<file path="config.mk">
export PLATFORM = sky130hd
export DESIGN_NAME = shift_register_sipo_rx
export DESIGN_NICKNAME = d
export VERILOG_FILES = /design/src/rtl/shift_register_sipo_rx.sv
export SDC_FILE = /design/constraint.sdc
export NUM_CORES = 1
export LEC_CHECK = 0
export ABC_AREA = 1
export CELL_PAD_IN_SITES_DETAIL_PLACEMENT = 0
export CELL_PAD_IN_SITES_GLOBAL_PLACEMENT = 1
export CORE_UTILIZATION = 31
export CTS_CLUSTER_DIAMETER = 40
export DETAILED_ROUTE_END_ITERATION = 12
export GPL_TIMING_DRIVEN = 0
export PLACE_DENSITY = 0.8
export SETUP_SLACK_MARGIN = 0.3
export SLEW_MARGIN = 20
export SYNTH_ARGS = -nofsm -noshare
export SYNTH_HDL_FRONTEND = slang
export SYNTH_SLANG_ARGS = --single-unit
</file>
<file path="constraint.sdc">
create_clock -name Clk -period 1.12 [get_ports Clk]
set_input_delay 0.112 -clock Clk [delete_from_list [all_inputs] [get_ports Clk]]
set_output_delay 0.112 -clock Clk [all_outputs]
set_load 0.03 [all_outputs]
</file>
<file path="src/rtl/shift_register_sipo_rx.sv">
// Serial-in parallel-out receiver: assembles WIDTH-bit words from a qualified serial
// stream and holds them behind a valid/ready handshake. Optional macro: SIPO_PARITY_CHECK_EN.
module shift_register_sipo_rx #(
  parameter int WIDTH     = 4,
  parameter bit MSB_FIRST = 1'b1
) (
  input  logic             Clk,
  input  logic             Rst,
  input  logic             sin,
  input  logic             sin_valid,
  input  logic             clr,
  output logic [WIDTH-1:0] dout,
  output logic             dout_valid,
  input  logic             dout_ready,
  output logic             overrun,
  output logic             parity_err,
  output logic             busy
);

  localparam int CW = $clog2(WIDTH + 1);
  localparam logic [CW-1:0] LAST_IDX = CW'(WIDTH - 1);

  typedef enum logic [1:0] {
    IDLE  = 2'd0,
    SHIFT = 2'd1
`ifdef SIPO_PARITY_CHECK_EN
    , PAR = 2'd2
`endif
  } state_t;

  state_t           state_r, state_s;
  logic [CW-1:0]    cnt_r, cnt_s;
  logic [WIDTH-1:0] shreg_r, shreg_s, shifted_s, first_s, word_s;
  logic             done_s;
`ifdef SIPO_PARITY_CHECK_EN
  logic             par_bit_s;

  function automatic logic even_parity(input logic [WIDTH-1:0] d);
    return ^d;
  endfunction
`endif

  // Shift direction decides whether the first bit ends up at the MSB or the LSB.
  assign shifted_s = MSB_FIRST ? {shreg_r[WIDTH-2:0], sin} : {sin, shreg_r[WIDTH-1:1]};
  assign first_s   = MSB_FIRST ? {{(WIDTH-1){1'b0}}, sin} : {sin, {(WIDTH-1){1'b0}}};
  assign busy      = (state_r != IDLE);

  // Next-state, bit counter, shift register and word-completion decode.
  always_comb begin
    state_s = state_r;
    cnt_s   = cnt_r;
    shreg_s = shreg_r;
    word_s  = shreg_r;
    done_s  = 1'b0;
`ifdef SIPO_PARITY_CHECK_EN
    par_bit_s = 1'b0;
`endif
    if (clr) begin
      state_s = IDLE;
      cnt_s   = {CW{1'b0}};
    end else begin
      case (state_r)
        IDLE: begin
          if (sin_valid) begin
            shreg_s = first_s;
            cnt_s   = CW'(1);
            state_s = SHIFT;
          end else begin
            state_s = IDLE;
          end
        end
        SHIFT: begin
          if (sin_valid) begin
            shreg_s = shifted_s;
            if (cnt_r == LAST_IDX) begin
`ifdef SIPO_PARITY_CHECK_EN
              cnt_s   = CW'(WIDTH);
              state_s = PAR;
`else
              done_s  = 1'b1;
              word_s  = shifted_s;
              cnt_s   = {CW{1'b0}};
              state_s = IDLE;
`endif
            end else begin
              cnt_s = cnt_r + CW'(1);
            end
          end else begin
            state_s = SHIFT;
          end
        end
`ifdef SIPO_PARITY_CHECK_EN
        PAR: begin
          if (sin_valid) begin
            done_s    = 1'b1;
            word_s    = shreg_r;
            par_bit_s = sin;
            cnt_s     = {CW{1'b0}};
            state_s   = IDLE;
          end else begin
            state_s = PAR;
          end
        end
`endif
        default: begin
          state_s = IDLE;
          cnt_s   = {CW{1'b0}};
        end
      endcase
    end
  end

  // Receive-side state registers.
  always_ff @(posedge Clk or posedge Rst) begin
    if (Rst) begin
      state_r <= IDLE;
      cnt_r   <= {CW{1'b0}};
      shreg_r <= {WIDTH{1'b0}};
    end else begin
      state_r <= state_s;
      cnt_r   <= cnt_s;
      shreg_r <= shreg_s;
    end
  end

  // Output word register with handshake; a word completing into an unaccepted slot is dropped.
  always_ff @(posedge Clk or posedge Rst) begin
    if (Rst) begin
      dout       <= {WIDTH{1'b0}};
      dout_valid <= 1'b0;
      overrun    <= 1'b0;
      parity_err <= 1'b0;
    end else begin
      if (clr) begin
        overrun <= 1'b0;
      end else if (done_s && dout_valid && !dout_ready) begin
        overrun <= 1'b1;
      end
      if (done_s && (!dout_valid || dout_ready)) begin
        dout       <= word_s;
        dout_valid <= 1'b1;
`ifdef SIPO_PARITY_CHECK_EN
        parity_err <= even_parity(word_s) ^ par_bit_s;
`else
        parity_err <= 1'b0;
`endif
      end else if (dout_valid && dout_ready) begin
        dout_valid <= 1'b0;
      end
    end
  end

endmodule

</file>
== Yosys cells after proc, flatten, opt, wreduce, memory -nomap -nowiden ==
Index checks and enable logic that the tools add are counted.

* Bits in registers: 15
* Bits of input ports: 6
* Output and inout bits: 8
* Logic and storage cells: 54

* $add $sub $neg: 1
* Equality and inequality tests: 7
* Mux-type cells: 25
* Bitwise logic cells: 1
* Reduce and logical (&&, ||, !) cells: 14

{| class="wikitable"
|+ Operators with widths
! cell !! count
|-
| two-way mux 4 bit || 6
|-
| two-way mux 3 bit || 4
|-
| two-way mux 1 bit || 9
|-
| case mux 4 bit (2 select lines) || 1
|-
| nonzero test 2 bit || 4
|-
| two-way mux 2 bit || 3
|-
| inequality test 3 bit, second input constant || 2
|-
| case mux 3 bit (2 select lines) || 1
|-
| logical AND 1 bit || 4
|-
| inequality test 2 bit, second input constant || 2
|-
| inequality test 4 bit, second input constant || 1
|-
| case mux 2 bit (2 select lines) || 1
|-
| AND reduction 4 bit || 1
|-
| adder 3 x 1 -> 3 bit, second input constant || 1
|-
| equality test 3 x 2 -> 1 bit, second input constant || 1
|-
| equality test 2 x 1 -> 1 bit, second input constant || 1
|-
| logical NOT 1 bit || 2
|-
| logical NOT 2 bit || 1
|-
| AND reduction 2 bit || 1
|-
| logical OR 1 bit || 1
|-
| NOT 1 bit || 1
|}

== Depth between registers and ports, before layout ==
* Word-level depth: 9
* Depth in mapped cells: 7
* Depth with buffers taken out: 7

== Worst setup path after synthesis ==
No wires, ideal clock.

* Path type: register to register
* From: register state_r[0]
* To: register shreg_r[2]
* Library setup time: 76 ps
* Data arrival time: 1,247 ps
* Required time: 1,044 ps
* Setup slack: -204 ps
* Stages on the path, launching flop included: 8
* Buffers on the path: 0
* Clock period less this slack: 1,324 ps
* Cell sequence: dfrtp_1 -> inv_1 -> ha_1 -> inv_1 -> nand2_1 -> inv_1 -> nand3_1 -> o21ai_1

* Word-level cells in the longest chain between the ends: 3
* Elaborated cells between the ends (all ways): 7
* Those cells by class: 3 x eq/ne; 1 x mux; 3 x reduce/logical

{| class="wikitable"
|+ RTL lines
! item !! line !! RTL
|-
| start, declared || 31 || <nowiki>state_t state_r, state_s;</nowiki>
|-
| start signal, assigned || 120 || <nowiki>state_r <= state_s;</nowiki>
|-
| equality test 2 x 1 -> 1 bit or logical NOT 2 bit (tied branches) || 62 || <nowiki>case (state_r)</nowiki>
|-
| inequality test 2 bit (no source line) or nonzero test 2 bit (tied branches) || -- ||
|-
| AND reduction 4 bit (no source line) || -- ||
|-
| end signal, assigned || 118 || <nowiki>shreg_r <= {WIDTH{1'b0}};</nowiki>
|-
| end signal, assigned || 122 || <nowiki>shreg_r <= shreg_s;</nowiki>
|-
| end, declared || 33 || <nowiki>logic [WIDTH-1:0] shreg_r, shreg_s, shifted_s, first_s, word_s;</nowiki>
|}

Several ways; a longest one is shown, not always the timed one.
A chain may end at the register's enable or synchronous reset.

== Worst setup path in the final report ==
* From: register cnt_r[0]
* To: register dout[1]

* Word-level cells in the longest chain between the ends: 6
* Elaborated cells between the ends (all ways): 10
* Those cells by class: 1 x eq/ne; 8 x mux; 1 x reduce/logical

{| class="wikitable"
|+ RTL lines
! item !! line !! RTL
|-
| start, declared || 32 || <nowiki>logic [CW-1:0] cnt_r, cnt_s;</nowiki>
|-
| start signal, assigned || 117 || <nowiki>cnt_r <= {CW{1'b0}};</nowiki>
|-
| start signal, assigned || 121 || <nowiki>cnt_r <= cnt_s;</nowiki>
|-
| equality test 3 x 2 -> 1 bit * || 75 || <nowiki>if (cnt_r == LAST_IDX) begin</nowiki>
|-
| two-way mux 1 bit || 75 ||
|-
| two-way mux 1 bit || 73 || <nowiki>if (sin_valid) begin</nowiki>
|-
| two-way mux 1 bit || 62 ||
|-
| two-way mux 1 bit || 58 || <nowiki>if (clr) begin</nowiki>
|-
| logical AND 1 bit || 139 || <nowiki>if (done_s && (!dout_valid || dout_ready)) begin</nowiki>
|-
| end signal, assigned || 129 || <nowiki>dout <= {WIDTH{1'b0}};</nowiki>
|-
| end signal, assigned || 140 || <nowiki>dout <= word_s;</nowiki>
|-
| end, declared || 12 || <nowiki>output logic [WIDTH-1:0] dout,</nowiki>
|}

Every way passes the cells marked *; elsewhere a longest branch is shown, timed or not.

==> results.sh <==
export IMPL_cp_num_buf_inv=0
export IMPL_n_antenna_cell=0
export IMPL_min_period_ns=1.20
export IMPL_cts_max_level=1
export IMPL_cp_cell_sequence="ha_4 -> nand2_4 -> nor2_4 -> nand2_4 -> nand2_2 -> nand2_1"
export IMPL_cp_common_cell="nand2_4"
export IMPL_cts_path_max_buffers=2
export IMPL_synth_seq_cells=13
export IMPL_routed_wirelength_mm=1.40
export IMPL_p_comb_share_pct=22.6
export IMPL_area_growth_syn_to_layout_pct=56.8
export IMPL_slowest_delay_ns=0.43
export IMPL_end_kind="flip-flop"
export IMPL_rsz0062_at_grt="yes"
export IMPL_grt_max_degree=14
export IMPL_avgSynthCellArea_um2=8.37
export IMPL_slew_violations=0
export IMPL_post_place_ws_ns=-0.270
export IMPL_grt_pass1_wl_mm=2.08
export IMPL_reg2reg_to="dout[1]"
export IMPL_worstPathArrival_ns=1.38
export IMPL_first_iter_violations=7
export IMPL_cp_max_fo=6
export IMPL_cts_tree="done"
export IMPL_syn_inst=74
export IMPL_rr_worst_depth=6
export IMPL_finalSetupTns_ns=-0.283
export IMPL_power_leakage_nw=0.466
export IMPL_switchingPower_w=0.000339
export IMPL_finClkSkew_ns=0.00665
export IMPL_fin_cells=124
export IMPL_yosys_warnings=0
export IMPL_status="finished with violations"
export IMPL_p_clk_share_pct=27.9
export IMPL_ant_nets=0
export IMPL_post_route_period_util_pct=107
export IMPL_via_count=541
export IMPL_fp_coreArea_mm2=0.00180
export IMPL_p_int_w=0.000756
export IMPL_fp_row_count=15
export IMPL_rr_startpoint="cnt_r[0]"
export IMPL_power_density_mw_per_mm2=1130
export IMPL_fmax_ghz=0.833
export IMPL_die_x_um=46.7
export IMPL_cp_startpoint="cnt_r[0]"
export IMPL_numCtsBuffers=3
export IMPL_final_cell_mix="nand2_1, dfrtp_1, buf_4"
export IMPL_overflow=0
export IMPL_start_util_pct=34.4
export IMPL_holdWs_ns=0.133
export IMPL_final_nets=109
export IMPL_antenna_found_initial=0
export IMPL_wl_per_cell_um=11.3
export IMPL_worstPathRequired_ns=1.29
export IMPL_sw_frac_of_total_pct=31.0
export IMPL_placedCellCount=111
export IMPL_hpwl_um=861
export IMPL_finalWorstSetupSlack_ns=-0.0805
export IMPL_viasPerCell=4.36
export IMPL_setup_viol=4
export IMPL_power_frac_seq_pct=49.5
export IMPL_path_delay_family="simple AND/OR/NAND/NOR gates"
export IMPL_clkLatencyLatePin_ns=0.29
export IMPL_ys_types=16
export IMPL_drc=0
export IMPL_crit_path_start_kind="flip-flop"
export IMPL_cts_sinks=13
export IMPL_dr_pass1_iters=4
export IMPL_syn_num_nets=83
export IMPL_groute_usage_overall_pct=14.1
export IMPL_ys_seq_area_share_pct=52.5
export IMPL_clkTransAtPathRegs_ns=0.08
export IMPL_irDropWorstVdd_uv=486
export IMPL_finalHoldViolCount=0
export IMPL_crit_type="reg2reg"
export IMPL_hold_path_class="in2async"
export IMPL_syn_area_um2=619
export IMPL_drive_gt1_share_pct=44.4
export IMPL_root_buffer="clkbuf_4"
export IMPL_io_pins=14
export IMPL_io_buffers=12
export IMPL_violations="negative setup slack"
export IMPL_cp_endpoint="dout[1]"
export IMPL_final_common_cell="nand2_1"
export IMPL_r2r_slack_ns=-0.08
export IMPL_gp_congestion=0.729
export IMPL_grt_pass1_vias=477
export IMPL_die_area_mm2=0.00218
export IMPL_cpMaxStageDelayCell="dfrtp_1"
export IMPL_cp_num_cells=6
export IMPL_die_h_um=46.7
export IMPL_max_cap_viol_count=0
==> stage by stage <==
stage / utilization [%] / instance area, um2 / power, W
after floorplan: - / 632 / 0.000639
after global placement: 43.5 / 783 / 0.000698
after detailed placement: 43.5 / 783 / 0.000704
after CTS: 49.9 / 898 / 0.00105
after global routing: 53.9 / 971 / 0.00116
final: 53.9 / 971 / 0.00110
==> power by group through the flow <==
| stage | clock, W | sequential (W) | combinational, W |
|---|---|---|---|
| final | 0.000305 | 0.000542 | 0.000248 |
| after global routing | 0.000341 | 0.000547 | 0.000275 |
| after CTS | 0.000313 | 0.000539 | 0.000199 |
| after detailed placement | 0 | 0.000544 | 0.000159 |
| after global placement | 0 | 0.000543 | 0.000156 |
| after floorplan | 0 | 0.000555 | 0.0000842 |
==> logic make-up (layout without fill, tap and decap cells) <==
logic type	count (synthesis)	count (layout)	synth area share, %
buffers and inverters	14	39	9.09
other	1	1	0.605
flip-flops	13	13	52.5
AND/OR/NAND/NOR	37	37	26.9
AO/OA/AOI/OAI	6	6	4.85
adder cells (fa/ha/maj)	3	3	6.06
==> what timing repair did <==
action,CTS,global route
hold buffers,0,0
setup endpoints to repair,20,20
cloned,0,0
pin swaps,6,10
resized for setup,59,14
buffers inserted,5,4
==> flip-flops by register name, indices dropped and copies added (netlist names) <==
name / flops
cnt_r: 3
dout_valid: 1
dout: 4
state_r: 1
overrun: 1
shreg_r: 3
==> final cells by class <==
cell class	instances	area, um2
buffer	1	7.51
clock buffer	4	26.3
fill	166	831
inverter	13	51.3
multi-input combinational	47	330
sequential	13	328
tap	25	31.3
timing repair buffer	21	196
==> how the worst min path moves through the flow <==
stage / from / end / slack (ns) / depth (start not counted)
6_report: Rst / overrun / 0.13 / 2
4_1_cts: Rst / cnt_r[2] / 0.16 / 2
3_3_place_gp: dout[3] / dout[3] / 0.46 / 2
5_1_grt: Rst / cnt_r[2] / 0.19 / 2
3_5_place_dp: dout[2] / dout[2] / 0.46 / 2
2_1_floorplan: Rst / cnt_r[0] / -0.01 / 1
==> Yosys cell counts, drive strengths merged <==
cell,instances,area (um2)
inv,13,48.8
o21ai,5,25.0
nand3,9,50.1
nand2,20,77.6
nor3,1,5.00
a21oi,1,5.00
ha,3,37.5
nor2,7,33.8
conb,1,3.75
buf,1,7.51
dfrtp,13,325
==> per-layer routing <==
| layer | vias to the layer above | global-route usage (%) | wire, um |
|---|---|---|---|
| li1 | 276 | - | - |
| met1 | 253 | 18.3 | 638 |
| met2 | 10 | 21.7 | 687 |
| met3 | 2 | 2.35 | 40 |
| met4 | 0 | 8.57 | 31 |
| met5 | - | 0 | 0 |
Note: power is estimated with default switching activity, not from simulation.
